==> config.mk <==
export PLATFORM = sky130hd
export DESIGN_NAME = layer_compositor
export DESIGN_NICKNAME = d
export VERILOG_FILES = /design/src/rtl/layer_compositor.sv
export SDC_FILE = /design/constraint.sdc
export NUM_CORES = 1
export LEC_CHECK = 0
export ABC_AREA = 1
export BUFFER_PORTS_ARGS = -buffer_cell sky130_fd_sc_hd__buf_2
export CORE_MARGIN = 4
export CORE_UTILIZATION = 35
export DETAILED_ROUTE_END_ITERATION = 12
export GPL_TIMING_DRIVEN = 0
export PLACE_DENSITY = 0.56
export SYNTH_ARGS = -nofsm -noshare
export SYNTH_HDL_FRONTEND = slang
export SYNTH_SLANG_ARGS = --single-unit
==> constraint.sdc <==
create_clock -name clk -period 2.1 [get_ports clk]
set_input_delay 0.42 -clock clk [delete_from_list [all_inputs] [get_ports clk]]
set_output_delay 0.42 -clock clk [all_outputs]
set_load 0.02 [all_outputs]
==> src/rtl/layer_compositor.sv <==
// ---------------------------------------------------------------------------
// layer_compositor
//
// Two-stage pipelined priority compositor for the VGA object path. Each clk
// it takes one pixel's worth of drawing requests and colours from
// NUM_LAYERS object layers, plus a background colour. It outputs the colour
// of the highest-priority visible layer two clocks later. Index 0 has the
// highest priority.
//
// A layer is visible for a pixel only if all of these hold:
//   - it requests the pixel,
//   - it is enabled,
//   - its colour is not the TRANSPARENT key.
// The index of the winning layer is reported alongside the colour.
// NUM_LAYERS means the background won.
//
// A per-frame collision record tracks overlaps between layer 0 (the player)
// and every other layer. It is published on each startOfFrame pulse.
//
// Ports:
//   clk           pixel clock
//   resetN        asynchronous, active-low reset
//   startOfFrame  one-cycle frame-start pulse; closes the current frame
//   layer_en      per-layer enable
//   draw_req      per-layer drawing request for the current pixel
//   rgb_in        packed layer colours, layer i at [i*COLOR_W +: COLOR_W]
//   bg_rgb        background colour
//   rgb_out       composited colour (2 clk latency)
//   win_layer     winning layer index, NUM_LAYERS = background
//   hit_flags     bit i: layer 0 overlapped layer i in last closed frame
//   hit_valid     one-cycle pulse when hit_flags has just been updated
// ---------------------------------------------------------------------------
module layer_compositor #(
    parameter int                  NUM_LAYERS  = 8,
    parameter int                  COLOR_W     = 8,
    parameter logic [COLOR_W-1:0]  TRANSPARENT = 8'hFF,
    localparam int                 IDX_W       = $clog2(NUM_LAYERS + 1)
) (
    input  logic                          clk,
    input  logic                          resetN,
    input  logic                          startOfFrame,
    input  logic [NUM_LAYERS-1:0]         layer_en,
    input  logic [NUM_LAYERS-1:0]         draw_req,
    input  logic [NUM_LAYERS*COLOR_W-1:0] rgb_in,
    input  logic [COLOR_W-1:0]            bg_rgb,
    output logic [COLOR_W-1:0]            rgb_out,
    output logic [IDX_W-1:0]              win_layer,
    output logic [NUM_LAYERS-1:0]         hit_flags,
    output logic                          hit_valid
);

    // ------------------------------------------------------------------
    // Stage 1: effective-draw qualification and input capture
    // ------------------------------------------------------------------
    logic [NUM_LAYERS-1:0]         eff_next;
    logic [NUM_LAYERS-1:0]         eff_s1_reg;
    logic [NUM_LAYERS*COLOR_W-1:0] rgb_s1_reg;
    logic [COLOR_W-1:0]            bg_s1_reg;

    // A transparent pixel counts as "not drawn". It neither wins nor
    // collides, even when the layer requests the pixel.
    genvar gi;
    generate
        for (gi = 0; gi < NUM_LAYERS; gi++) begin : g_eff
            assign eff_next[gi] = draw_req[gi] & layer_en[gi] &
                                  (rgb_in[gi*COLOR_W +: COLOR_W] != TRANSPARENT);
        end
    endgenerate

    always_ff @(posedge clk or negedge resetN) begin
        if (!resetN) begin
            eff_s1_reg <= '0;
            rgb_s1_reg <= '0;
            bg_s1_reg  <= '0;
        end else begin
            eff_s1_reg <= eff_next;
            rgb_s1_reg <= rgb_in;
            bg_s1_reg  <= bg_rgb;
        end
    end

    // ------------------------------------------------------------------
    // Stage 2: priority select (lowest visible index wins)
    // ------------------------------------------------------------------
    logic [COLOR_W-1:0] rgb_next;
    logic [IDX_W-1:0]   win_next;

    // Scan from the lowest priority upward so the last match, which is the
    // lowest index, overrides the others.
    always_comb begin
        rgb_next = bg_s1_reg;
        win_next = IDX_W'(NUM_LAYERS);
        for (int i = NUM_LAYERS - 1; i >= 0; i--) begin
            if (eff_s1_reg[i]) begin
                rgb_next = rgb_s1_reg[i*COLOR_W +: COLOR_W];
                win_next = IDX_W'(i);
            end
        end
    end

    always_ff @(posedge clk or negedge resetN) begin
        if (!resetN) begin
            rgb_out   <= '0;
            win_layer <= IDX_W'(NUM_LAYERS);
        end else begin
            rgb_out   <= rgb_next;
            win_layer <= win_next;
        end
    end

    // ------------------------------------------------------------------
    // Collision accumulator: player (layer 0) against every other layer
    // ------------------------------------------------------------------
    logic [NUM_LAYERS-1:0] hit_now;
    logic [NUM_LAYERS-1:0] acc_reg;
    logic [NUM_LAYERS-1:0] acc_next;

    // Layer 0 cannot collide with itself, so bit 0 is tied low.
    assign hit_now[0] = 1'b0;
    generate
        for (gi = 1; gi < NUM_LAYERS; gi++) begin : g_hit
            assign hit_now[gi] = eff_s1_reg[0] & eff_s1_reg[gi];
        end
    endgenerate

    assign acc_next = acc_reg | hit_now;

    // On a frame close, the current cycle's overlap still belongs to the
    // closing frame. The accumulator then restarts empty for the new frame.
    always_ff @(posedge clk or negedge resetN) begin
        if (!resetN) begin
            acc_reg   <= '0;
            hit_flags <= '0;
            hit_valid <= 1'b0;
        end else if (startOfFrame) begin
            hit_flags <= acc_next;
            acc_reg   <= '0;
            hit_valid <= 1'b1;
        end else begin
            acc_reg   <= acc_next;
            hit_valid <= 1'b0;
        end
    end

endmodule

==> results.json <==
{
  "status": "finished, final reports clean",
  "clockPowerShare": 0.315,
  "cp_slowest_cell": "dfrtp_1",
  "cts_buffer_depth": 2,
  "path_clk_slew_ns": 0.11,
  "path_common_cell": "nand2_1",
  "detailedRoute.firstIterationViolations": 98,
  "p_sw_w": 0.00108,
  "async_flop_share": 1.00,
  "dieArea_mm2": 0.0127,
  "cts_resized": 0,
  "cp-end-kind": "register",
  "worstSetupEndpoint": "rgb_out[4]",
  "fin_area_mm2": 0.00480,
  "ys_types": 26,
  "r2r-start": "eff_s1_reg[6]",
  "dpl.hpwl_mm": 6.93,
  "finalSetupTns_ns": 0,
  "clock-sinks": 107,
  "post-route-period-util": 0.711,
  "synth_nets": 431,
  "yosys.area_share.simple": 0.184,
  "fin_skew_ns": 0.0129,
  "numCtsBuffers": 9,
  "hold_path_class": "in2async",
  "clk_latency_ns": 0.36,
  "power_density_mw_per_mm2": 831,
  "r2r_slack_ns": 0.61,
  "drive_gt1_frac": 0.317,
  "p_leak_nw": 2.45,
  "synth_fa_ha_area_frac": 0,
  "synth_edf_count": 0,
  "grt_pass1_vias": 2897,
  "n_fill_cell": 982,
  "synth-compound-area-share": 0.0742,
  "drc": 0,
  "ant_nets": 0,
  "ys_seq_elements": 107,
  "largest_reg_flops": 64,
  "core.rowCount": 37,
  "sw_frac_of_total": 0.272,
  "placement.io_buffers": 110,
  "wl_per_cell_um": 14.9,
  "worst_slew_pin_slew_ns": 0.681,
  "overflow": 0,
  "critPathLaunchType": "register",
  "syn-instance-count": 340,
  "crit_cells": 10,
  "syn_area_mm2": 0.00384,
  "ir_drop_v": 0.000369,
  "grt_usage": 0.144,
  "drtPass1Iterations": 4,
  "grt_max_degree": 56,
  "crit_required_ns": 2.41,
  "area_growth_pct": 24.8,
  "intPower_w": 0.00290,
  "criticalPathCategory": "reg2reg",
  "dpl-instance-area_mm2": 0.00459,
  "antenna_found_initial": 1,
  "relSlewSlack": 0.546,
  "setup_viol": 0,
  "synthTopCellsByArea": "dfrtp_1, nand2_1, nor2_1, a21oi_1, nand4_1",
  "vias": 2782,
  "hold_buffers": 0,
  "rsz0062_at_grt": "false",
  "netlist_top_cells_count": "dfrtp_1, nand2_1, nor2_1, a21oi_1, nand4_1",
  "nNetsFinal": 553,
  "grt_pass1_wl_mm": 14.3,
  "yosysWarnings": 0,
  "hold_ws_ns": 0.0626,
  "drv_cap": 0,
  "cts_root_buf": "clkbuf_8",
  "die_w_um": 113,
  "cts_tree": "built",
  "cp_max_fo": 10,
  "synth_xor_area_frac": 0,
  "seq_area_frac_synth": 0.697,
  "synthFlopType": "dfrtp_1",
  "die_h_um": 113,
  "cp_cell_sequence": "buf_6 > nor2_4 > nand2_1 > nand3_1 > nand2_1 > nand2_1 > nand2_1 > nand2_1 > nand2_1 > nand2_1",
  "cts_max_level": 3,
  "pwr-share-comb": 0.126,
  "postRouteWirelength_mm": 9.01,
  "cp.buffers_inverters": 1,
  "cts_setup_buffers": 0,
  "fp.coreArea_mm2": 0.0105,
  "drt-vias-per-instance": 4.61,
  "finalWorstPathRequiredPeriod_ns": 1.49,
  "drv_slew": 0,
  "synth_most_common_cell": "dfrtp_1",
  "start_util": 0.366,
  "r2r-end": "rgb_out[4]",
  "synth_top_area_cell": "dfrtp_1",
  "fmax_mhz": 670,
  "fin_util": 0.456,
  "seqPwrFrac": 0.559,
  "crit_path_start": "eff_s1_reg[6]",
  "place.gp.congestion": 0.789,
  "synth_top_area_share": 0.690,
  "p_total_w": 0.00399,
  "synth.area.mux_share": 0,
  "max_stage_delay_ns": 0.42,
  "worstPathArrival_ns": 1.80,
  "critPathTopFamily": "simple AND/OR/NAND/NOR gates",
  "report.final.hold_viol_count": 0,
  "ios": 112,
  "reg2reg_depth": 10,
  "synth_top_family_by_area": "simple AND/OR/NAND/NOR gates",
  "syn_avg_cell_area_um2": 11.3
}
-- worst min-delay path by stage --
stage / end / start / slack [ns]
CTS: rgb_s1_reg[50] / resetN / 0.09
detailed placement: rgb_out[6] / rgb_s1_reg[6] / 0.44
floorplan: acc_reg[1] / resetN / 0.12
global placement: rgb_out[7] / rgb_s1_reg[7] / 0.44
global route: rgb_s1_reg[50] / resetN / 0.11
finish: rgb_s1_reg[50] / resetN / 0.06
-- placed cells by master, fill, tap and decap left out, drive strengths merged --
cell    Yosys  final
a21oi      28     28
a22oi       3      3
a31oi       6      6
buf         9    120
bufbuf      1      1
bufinv      1      1
clkbuf      3     14
clkinv      1      1
conb        1      1
dfrtp     106    106
dfstp       1      1
diode       0      1
inv         6     11
nand2      81     81
nand3      17     17
nand4      16     16
nor2       50     50
nor4        1      1
o211a       8      8
o21ai       1      1
-- routing by layer --
layer | up-vias | part of all wire | track usage | wire, um
met2 | 79 | 0.47 | 0.233 | 4250
met5 | - | 0 | 0 | 0
met1 | 1322 | 0.46 | 0.194 | 4110
li1 | 1372 | - | - | -
met3 | 9 | 0.058 | 0.0332 | 523
met4 | 0 | 0.013 | 0.0449 | 119
-- cells by family after synthesis --
logic type	count (synthesis)
flip-flops	107
other	1
buffers and inverters	21
AND/OR/NAND/NOR	165
AO/OA/AOI/OAI	46
-- metrics by stage --
stage,cells,setup slack (ns)
after floorplan,340,0.990
after global placement,586,-0.515
after detailed placement,587,0.622
after CTS,603,0.576
after global routing,604,0.461
final,604,0.607
-- power groups by stage --
stage / Combinational [W] / Sequential [W] / Clock, W
global route: 0.000566 / 0.00224 / 0.00137
CTS: 0.000513 / 0.00223 / 0.00129
detailed placement: 0.000511 / 0.00227 / 0
floorplan: 0.000196 / 0.00231 / 0
finish: 0.000502 / 0.00223 / 0.00126
global placement: 0.000496 / 0.00227 / 0
-- final cells by class --
type                    instances  area, um^2  share of cell area
clock inverters                 5        48.8              0.0102
flip-flops and latches        107        2680               0.559
well taps                     136         170              0.0355
plain buffers                  13         123              0.0256
repair buffers                111         581               0.121
multi-input cells             212         995               0.207
inverters                       8        46.3             0.00965
clock buffers                  11         151              0.0316
diodes                          1        2.50            0.000522
Power figures use the tool's default switching activity.
